==> src/rtl/alu_op_scheduler_if.sv <==
`default_nettype none
// ============================================================================
// Module      : alu_op_scheduler_if
// Description : Requester, ALU and response signals of the ALU op scheduler.
// Revision    : 1.0 - initial release
// ============================================================================
interface alu_op_scheduler_if #(
    parameter int DATA_W = 32
);
    logic              req0_valid;
    logic              req0_ready;
    logic [5:0]        req0_opcode;
    logic [DATA_W-1:0] req0_a;
    logic [DATA_W-1:0] req0_b;
    logic              req1_valid;
    logic              req1_ready;
    logic [5:0]        req1_opcode;
    logic [DATA_W-1:0] req1_a;
    logic [DATA_W-1:0] req1_b;
    logic [DATA_W-1:0] alu_a;
    logic [DATA_W-1:0] alu_b;
    logic [5:0]        alu_opcode;
    logic [DATA_W-1:0] alu_ans1;
    logic              alu_ans2;
    logic              alu_z;
    logic              alu_n;
    logic              resp_valid;
    logic              resp_ready;
    logic              resp_id;
    logic [DATA_W-1:0] resp_result;
    logic              resp_err;
    logic              flag_c;
    logic              flag_z;
    logic              flag_n;
    logic              busy;

    // Environment side: requesters, the ALU itself and the response consumer.
    modport master (
        output req0_valid, req0_opcode, req0_a, req0_b,
        output req1_valid, req1_opcode, req1_a, req1_b,
        output alu_ans1, alu_ans2, alu_z, alu_n, resp_ready,
        input  req0_ready, req1_ready, alu_a, alu_b, alu_opcode,
        input  resp_valid, resp_id, resp_result, resp_err,
        input  flag_c, flag_z, flag_n, busy
    );

    modport slave (
        input  req0_valid, req0_opcode, req0_a, req0_b,
        input  req1_valid, req1_opcode, req1_a, req1_b,
        input  alu_ans1, alu_ans2, alu_z, alu_n, resp_ready,
        output req0_ready, req1_ready, alu_a, alu_b, alu_opcode,
        output resp_valid, resp_id, resp_result, resp_err,
        output flag_c, flag_z, flag_n, busy
    );
endinterface
`default_nettype wire

==> src/rtl/alu_op_scheduler.sv <==
`default_nettype none
// ============================================================================
// Module      : alu_op_scheduler
// Description : Round-robin sharing of one combinational ALU by two requesters.
// Revision    : 1.0 - initial release
// ============================================================================
module alu_op_scheduler #(
    parameter int DATA_W        = 32,
    parameter int SETTLE_CYCLES = 1
) (
    input  logic               clk,
    input  logic               rst,
    alu_op_scheduler_if.slave  bus
);
    typedef enum logic [1:0] {
        IDLE   = 2'd0,
        SETTLE = 2'd1,
        RESP   = 2'd2
    } state_t;

    localparam logic [3:0] c_CNT_LOAD = 4'(SETTLE_CYCLES - 1);
    localparam logic [5:0] c_OP_ADD = 6'b010000;
    localparam logic [5:0] c_OP_SUB = 6'b010001;
    localparam logic [5:0] c_OP_EQ  = 6'b100000;
    localparam logic [5:0] c_OP_NE  = 6'b100001;
    localparam logic [5:0] c_OP_LE  = 6'b100010;
    localparam logic [5:0] c_OP_GT  = 6'b100011;
    localparam logic [5:0] c_OP_SLL = 6'b110000;
    localparam logic [5:0] c_OP_SRL = 6'b110001;
    localparam logic [5:0] c_OP_SRA = 6'b110010;

    function automatic logic op_supported(input logic [5:0] op);
        case (op)
            c_OP_ADD, c_OP_SUB, c_OP_EQ, c_OP_NE, c_OP_LE, c_OP_GT,
            c_OP_SLL, c_OP_SRL, c_OP_SRA: op_supported = 1'b1;
            default:                      op_supported = 1'b0;
        endcase
    endfunction

    state_t            state_q, state_d;
    logic              last_grant_q, last_grant_d;
    logic [3:0]        cnt_q, cnt_d;
    logic [DATA_W-1:0] alu_a_q, alu_a_d;
    logic [DATA_W-1:0] alu_b_q, alu_b_d;
    logic [5:0]        alu_op_q, alu_op_d;
    logic              resp_valid_q, resp_valid_d;
    logic              resp_id_q, resp_id_d;
    logic [DATA_W-1:0] resp_result_q, resp_result_d;
    logic              resp_err_q, resp_err_d;
    logic              flag_c_q, flag_c_d;
    logic              flag_z_q, flag_z_d;
    logic              flag_n_q, flag_n_d;

    logic              w_gnt0;
    logic              w_gnt1;
    logic              w_idle;
    logic [5:0]        w_op_sel;
    logic [DATA_W-1:0] w_a_sel;
    logic [DATA_W-1:0] w_b_sel;
    logic              w_addsub;

    // On contention the requester that did not win last time is granted.
    assign w_gnt0   = bus.req0_valid & (~bus.req1_valid | last_grant_q);
    assign w_gnt1   = bus.req1_valid & (~bus.req0_valid | ~last_grant_q);
    assign w_idle   = (state_q == IDLE);
    assign w_op_sel = w_gnt1 ? bus.req1_opcode : bus.req0_opcode;
    assign w_a_sel  = w_gnt1 ? bus.req1_a      : bus.req0_a;
    assign w_b_sel  = w_gnt1 ? bus.req1_b      : bus.req0_b;
    assign w_addsub = (alu_op_q == c_OP_ADD) | (alu_op_q == c_OP_SUB);

    always_comb begin
        state_d       = state_q;
        last_grant_d  = last_grant_q;
        cnt_d         = cnt_q;
        alu_a_d       = alu_a_q;
        alu_b_d       = alu_b_q;
        alu_op_d      = alu_op_q;
        resp_valid_d  = resp_valid_q;
        resp_id_d     = resp_id_q;
        resp_result_d = resp_result_q;
        resp_err_d    = resp_err_q;
        flag_c_d      = flag_c_q;
        flag_z_d      = flag_z_q;
        flag_n_d      = flag_n_q;
        case (state_q)
            IDLE: begin
                if (w_gnt0 | w_gnt1) begin
                    last_grant_d = w_gnt1;
                    resp_id_d    = w_gnt1;
                    if (op_supported(w_op_sel)) begin
                        alu_op_d = w_op_sel;
                        alu_a_d  = w_a_sel;
                        alu_b_d  = w_b_sel;
                        cnt_d    = c_CNT_LOAD;
                        state_d  = SETTLE;
                    end else begin
                        resp_err_d    = 1'b1;
                        resp_result_d = '0;
                        resp_valid_d  = 1'b1;
                        state_d       = RESP;
                    end
                end
            end
            SETTLE: begin
                if (cnt_q == 4'd0) begin
                    resp_result_d = bus.alu_ans1;
                    resp_err_d    = 1'b0;
                    flag_z_d      = bus.alu_z;
                    flag_n_d      = bus.alu_n;
                    if (w_addsub) begin
                        flag_c_d = bus.alu_ans2;
                    end
                    resp_valid_d  = 1'b1;
                    state_d       = RESP;
                end else begin
                    cnt_d = cnt_q - 4'd1;
                end
            end
            RESP: begin
                if (bus.resp_ready) begin
                    resp_valid_d = 1'b0;
                    state_d      = IDLE;
                end
            end
            default: state_d = IDLE;
        endcase
    end

    always_ff @(posedge clk or posedge rst) begin
        if (rst) begin
            state_q       <= IDLE;
            last_grant_q  <= 1'b1;
            cnt_q         <= 4'd0;
            alu_a_q       <= '0;
            alu_b_q       <= '0;
            alu_op_q      <= 6'd0;
            resp_valid_q  <= 1'b0;
            resp_id_q     <= 1'b0;
            resp_result_q <= '0;
            resp_err_q    <= 1'b0;
            flag_c_q      <= 1'b0;
            flag_z_q      <= 1'b0;
            flag_n_q      <= 1'b0;
        end else begin
            state_q       <= state_d;
            last_grant_q  <= last_grant_d;
            cnt_q         <= cnt_d;
            alu_a_q       <= alu_a_d;
            alu_b_q       <= alu_b_d;
            alu_op_q      <= alu_op_d;
            resp_valid_q  <= resp_valid_d;
            resp_id_q     <= resp_id_d;
            resp_result_q <= resp_result_d;
            resp_err_q    <= resp_err_d;
            flag_c_q      <= flag_c_d;
            flag_z_q      <= flag_z_d;
            flag_n_q      <= flag_n_d;
        end
    end

    // Ready is gated by reset so every output reads 0 while rst is held.
    assign bus.req0_ready  = w_idle & w_gnt0 & ~rst;
    assign bus.req1_ready  = w_idle & w_gnt1 & ~rst;
    assign bus.alu_a       = alu_a_q;
    assign bus.alu_b       = alu_b_q;
    assign bus.alu_opcode  = alu_op_q;
    assign bus.resp_valid  = resp_valid_q;
    assign bus.resp_id     = resp_id_q;
    assign bus.resp_result = resp_result_q;
    assign bus.resp_err    = resp_err_q;
    assign bus.flag_c      = flag_c_q;
    assign bus.flag_z      = flag_z_q;
    assign bus.flag_n      = flag_n_q;
    assign bus.busy        = ~w_idle;

endmodule
`default_nettype wire

==> src/flat_wrapper.sv <==
// flat-port wrapper written by rule: the top's interface ports become plain ports
module alu_op_scheduler_flat 
#(
    parameter int DATA_W        = 32,
    parameter int SETTLE_CYCLES = 1
)
  (clk, rst, bus_req0_valid, bus_req0_opcode, bus_req0_a, bus_req0_b, bus_req1_valid, bus_req1_opcode, bus_req1_a, bus_req1_b, bus_alu_ans1, bus_alu_ans2, bus_alu_z, bus_alu_n, bus_resp_ready, bus_req0_ready, bus_req1_ready, bus_alu_a, bus_alu_b, bus_alu_opcode, bus_resp_valid, bus_resp_id, bus_resp_result, bus_resp_err, bus_flag_c, bus_flag_z, bus_flag_n, bus_busy);
  alu_op_scheduler_if #(.DATA_W(DATA_W)) bus_i ();
  input  logic clk;
  input  logic rst;
  input wire logic [$bits(bus_i.req0_valid)-1:0] bus_req0_valid;
  input wire logic [$bits(bus_i.req0_opcode)-1:0] bus_req0_opcode;
  input wire logic [$bits(bus_i.req0_a)-1:0] bus_req0_a;
  input wire logic [$bits(bus_i.req0_b)-1:0] bus_req0_b;
  input wire logic [$bits(bus_i.req1_valid)-1:0] bus_req1_valid;
  input wire logic [$bits(bus_i.req1_opcode)-1:0] bus_req1_opcode;
  input wire logic [$bits(bus_i.req1_a)-1:0] bus_req1_a;
  input wire logic [$bits(bus_i.req1_b)-1:0] bus_req1_b;
  input wire logic [$bits(bus_i.alu_ans1)-1:0] bus_alu_ans1;
  input wire logic [$bits(bus_i.alu_ans2)-1:0] bus_alu_ans2;
  input wire logic [$bits(bus_i.alu_z)-1:0] bus_alu_z;
  input wire logic [$bits(bus_i.alu_n)-1:0] bus_alu_n;
  input wire logic [$bits(bus_i.resp_ready)-1:0] bus_resp_ready;
  output wire logic [$bits(bus_i.req0_ready)-1:0] bus_req0_ready;
  output wire logic [$bits(bus_i.req1_ready)-1:0] bus_req1_ready;
  output wire logic [$bits(bus_i.alu_a)-1:0] bus_alu_a;
  output wire logic [$bits(bus_i.alu_b)-1:0] bus_alu_b;
  output wire logic [$bits(bus_i.alu_opcode)-1:0] bus_alu_opcode;
  output wire logic [$bits(bus_i.resp_valid)-1:0] bus_resp_valid;
  output wire logic [$bits(bus_i.resp_id)-1:0] bus_resp_id;
  output wire logic [$bits(bus_i.resp_result)-1:0] bus_resp_result;
  output wire logic [$bits(bus_i.resp_err)-1:0] bus_resp_err;
  output wire logic [$bits(bus_i.flag_c)-1:0] bus_flag_c;
  output wire logic [$bits(bus_i.flag_z)-1:0] bus_flag_z;
  output wire logic [$bits(bus_i.flag_n)-1:0] bus_flag_n;
  output wire logic [$bits(bus_i.busy)-1:0] bus_busy;
  assign bus_i.req0_valid = bus_req0_valid;
  assign bus_i.req0_opcode = bus_req0_opcode;
  assign bus_i.req0_a = bus_req0_a;
  assign bus_i.req0_b = bus_req0_b;
  assign bus_i.req1_valid = bus_req1_valid;
  assign bus_i.req1_opcode = bus_req1_opcode;
  assign bus_i.req1_a = bus_req1_a;
  assign bus_i.req1_b = bus_req1_b;
  assign bus_i.alu_ans1 = bus_alu_ans1;
  assign bus_i.alu_ans2 = bus_alu_ans2;
  assign bus_i.alu_z = bus_alu_z;
  assign bus_i.alu_n = bus_alu_n;
  assign bus_i.resp_ready = bus_resp_ready;
  assign bus_req0_ready = bus_i.req0_ready;
  assign bus_req1_ready = bus_i.req1_ready;
  assign bus_alu_a = bus_i.alu_a;
  assign bus_alu_b = bus_i.alu_b;
  assign bus_alu_opcode = bus_i.alu_opcode;
  assign bus_resp_valid = bus_i.resp_valid;
  assign bus_resp_id = bus_i.resp_id;
  assign bus_resp_result = bus_i.resp_result;
  assign bus_resp_err = bus_i.resp_err;
  assign bus_flag_c = bus_i.flag_c;
  assign bus_flag_z = bus_i.flag_z;
  assign bus_flag_n = bus_i.flag_n;
  assign bus_busy = bus_i.busy;
  alu_op_scheduler #(.DATA_W(DATA_W), .SETTLE_CYCLES(SETTLE_CYCLES)) u_core (.clk(clk), .rst(rst), .bus(bus_i));
endmodule
==> config.mk <==
export PLATFORM = sky130hd
export DESIGN_NAME = alu_op_scheduler_flat
export DESIGN_NICKNAME = d
export VERILOG_FILES = /design/src/rtl/alu_op_scheduler_if.sv /design/src/rtl/alu_op_scheduler.sv /design/src/flat_wrapper.sv
export SDC_FILE = /design/constraint.sdc
export NUM_CORES = 1
export LEC_CHECK = 0
export CAP_MARGIN = 40
export CORE_AREA = 8 8 119 121
export DETAILED_ROUTE_END_ITERATION = 7
export DIE_AREA = 0 0 127 129
export PLACE_DENSITY = 0.85
export SLEW_MARGIN = 10
export SYNTH_ARGS = -nofsm -noshare
export SYNTH_HDL_FRONTEND = slang
export SYNTH_SLANG_ARGS = --single-unit
==> constraint.sdc <==
create_clock -name clk -period 10.8 [get_ports clk]
set_input_delay 3.24 -clock clk [delete_from_list [all_inputs] [get_ports clk]]
set_output_delay 3.24 -clock clk [all_outputs]
set_load 0.005 [all_outputs]
==> reports/results.ini <==
[synthesis]
synth_top_area_share = 0.581
syn_area_um2 = 4910
syn_area_per_cell_um2 = 9.50
synth_seq_cells = 115
yosysWarnings = 0
synthArstFlopShare = 1.00
synth.most_common_cell = nand2_1
synth_area_leaders = dfrtp_1 58%, nand2_1 11%, a31oi_1 8.9%
synth.area.mux_share = 0.00891
synth-main-ff-cell = dfrtp_1
synthesis.nets = 698
synthTopCellsByCount = 142 x nand2_1, 114 x dfrtp_1, 76 x nor2_1
synth_top_family_by_area = simple AND/OR/NAND/NOR gates
synth_compound_area_frac = 0.167
ys_seq_area_frac = 0.586
yosys.area_share.simple = 0.193
synth.distinct_cells = 36
yosys.area.top_type = dfrtp_1
synthXorXnorAreaFrac = 0.00357
synth_cells = 517
synth_edf_count = 0
synth_fa_ha_area_frac = 0.00255

[die]
coreArea_um2 = 12300
start_util = 0.399
die_area_um2 = 16400
boundaryPins = 291
rows = 41
die_h_um = 129
die_x_um = 127

[route]
dr.first_iter.drc_count = 335
num_vias = 4982
first_pass_iters = 5
wl_per_cell_um = 19.3
vias_per_cell = 5.19
ant_nets = 0
drc = 0
wl_um = 18500

[timing]
relSlewSlack = 0.471
finClkSkew_ns = 0.00623
worst_slew_pin_slew_ns = 0.793
hold_violations = 0
holdWs_ns = 0.500
slew_viol_final = 0
worst_slack_ns = 2.35
setup_violations = 0
rsz0062_at_grt = no
fin_crit_sh = 0.782
finalSetupTns_ns = 0
period_minus_slack_ns = 8.45
clock.fmax_mhz = 118

[setup_path]
cp_slowest_stage_delay_ns = 0.64
worstPathRequired_ns = 7.56
worst_setup_path_start_kind = input pin
r2r_cells = 7
path_max_fanout = 69
end_kind = primary output
slowest_stage = clkdlybuf4s50_1
critical_path_arrival_ns = 5.21
worst_path_most_repeated_cell = clkdlybuf4s50_1
path_cells = clkdlybuf4s50_1 > nand2_1 > nand2_2 > buf_4 > nor3_1 > clkdlybuf4s50_1
setup.worst_path.class = input pin to primary output

[cts]
htreeDepth = 4
cts_hold_buf = 0
clk_path_buf_depth = 2
cts_tree = built
clkLatencyLatePin_ns = 0.41
root_buffer = clkbuf_16
cts_setup_buffers = 0
path_clk_slew_ns = 0.05
cts_resized = 0
cts_buffers = 17
clock-sinks = 115

[layout]
multi_input_area_um2 = 1860
fill_cells = 913
drive_above_1_share = 0.0581
register_area_um2 = 2880
final_util = 0.693
syn2layout_area_growth_pct = 73.6
nNetsFinal = 977
antenna_cells = 0

[grt]
grt.total_usage = 0.223
antenna_found_initial = 2
use_met3 = 0.0968
grt_max_degree = 85
gr-total-overflow = 0
grt_pass1_wl_um = 28200
top_usage_layer = met2
grt_pass1_vias = 5162
met1_usage = 0.234
grt_util_met2 = 0.388

[worst_hold_path]
hold_path_class = flip-flop to flip-flop
min_path_cells = 1

[power_and_ir_drop]
power_density_nw_per_um2 = 241
internal_power_mw = 1.44
p_clk_frac = 0.282
seqPwrFrac = 0.343
vdd_ir_drop_max_uv = 121
p_switching_mw = 0.615
leakage_nw = 3.64
p_total_mw = 2.06
swShare = 0.299
combPwrFrac = 0.375

[place]
port_buffers = 290
dpl.hpwl_um = 14000
gp_congestion = 0.858
post-place-ws_ns = 2.34

[job]
drv_cap = 0

[run_status]
status = finished, final reports clean

-- power groups by stage --
stage | combinational (mW) | sequential, mW | clock (mW)
detailed placement | 0.775 | 0.709 | 0
floorplan | 0.278 | 0.708 | 0
global route | 0.837 | 0.725 | 0.611
CTS | 0.783 | 0.705 | 0.590
global placement | 0.749 | 0.700 | 0
finish | 0.770 | 0.706 | 0.579
-- final cells by class --
type,count,area share
tap,150,0.0220
clock buffer,24,0.0577
inverter,5,0.00249
sequential,115,0.338
multi-input combinational,360,0.218
clock inverter,8,0.0145
timing repair buffer,297,0.347
-- worst max-delay path, delay by kind of cell --
family	cells	cell delay, ns
simple gates	3	0.30
buf+inv	3	1.67
-- placed cells by master (no fill, tap or decap), drive strengths merged, types with 2 or more instances in the layout --
cell type,n
inv,5
a22o,32
a21oi,4
nand2b,5
clkdlybuf4s50,290
nand2,142
nor4,2
bufinv,3
clkbuf,24
o21ai,3
nor2b,4
nor2,76
buf,7
a21boi,2
dfrtp,114
a31oi,70
clkinv,3
mux2,3
clkinvlp,2
-- layer usage --
layer / up-vias / part of all wire
met5: - / 0.0015
met3: 32 / 0.098
li1: 2334 / -
met2: 247 / 0.50
met1: 2365 / 0.38
met4: 4 / 0.021
-- state kept, by name (all words and copies together) (netlist names) --
| name | cells |
|---|---|
| u_core.bus.alu_opcode | 6 |
| u_core.last_grant_q | 1 |
| u_core.bus.flag_z | 1 |
| u_core.bus.resp_err | 1 |
| u_core.cnt_q | 4 |
| u_core.state_q | 2 |
| u_core.bus.alu_a | 32 |
| u_core.bus.resp_id | 1 |
| u_core.bus.flag_c | 1 |
| u_core.bus.alu_b | 32 |
| u_core.bus.resp_result | 32 |
| u_core.bus.flag_n | 1 |
| u_core.bus.resp_valid | 1 |
-- logic make-up (layout without fill, tap and decap cells) --
logic type | after synthesis | count (layout)
compound gates | 116 | 116
xor+xnor | 2 | 2
fa+ha+maj | 1 | 1
buf+inv | 42 | 334
flops | 115 | 115
mux | 4 | 4
simple gates | 237 | 237
-- stage by stage --
| step | cells | instance area (um2) |
|---|---|---|
| finish | 959 | 8530 |
| global route | 959 | 8530 |
| CTS | 959 | 8530 |
| detailed placement | 927 | 7910 |
| global placement | 926 | 7900 |
| floorplan | 517 | 4910 |
-- path summary, 6_finish.rpt --
kind / from / to / slack, ns
worst min register to register: u_core.bus.resp_result[7] / u_core.bus.resp_result[7] / 0.50
max in group asynchronous: rst / u_core.bus.alu_b[9] / 6.15
worst min-delay path: u_core.bus.resp_result[7] / u_core.bus.resp_result[7] / 0.50
worst max-delay path: bus_req0_valid / bus_req1_ready / 2.35
worst max register to register: u_core.last_grant_q / u_core.bus.resp_result[2] / 7.90
min in group asynchronous: rst / u_core.bus.resp_result[8] / 3.38
(Power assumes the default switching activity.)
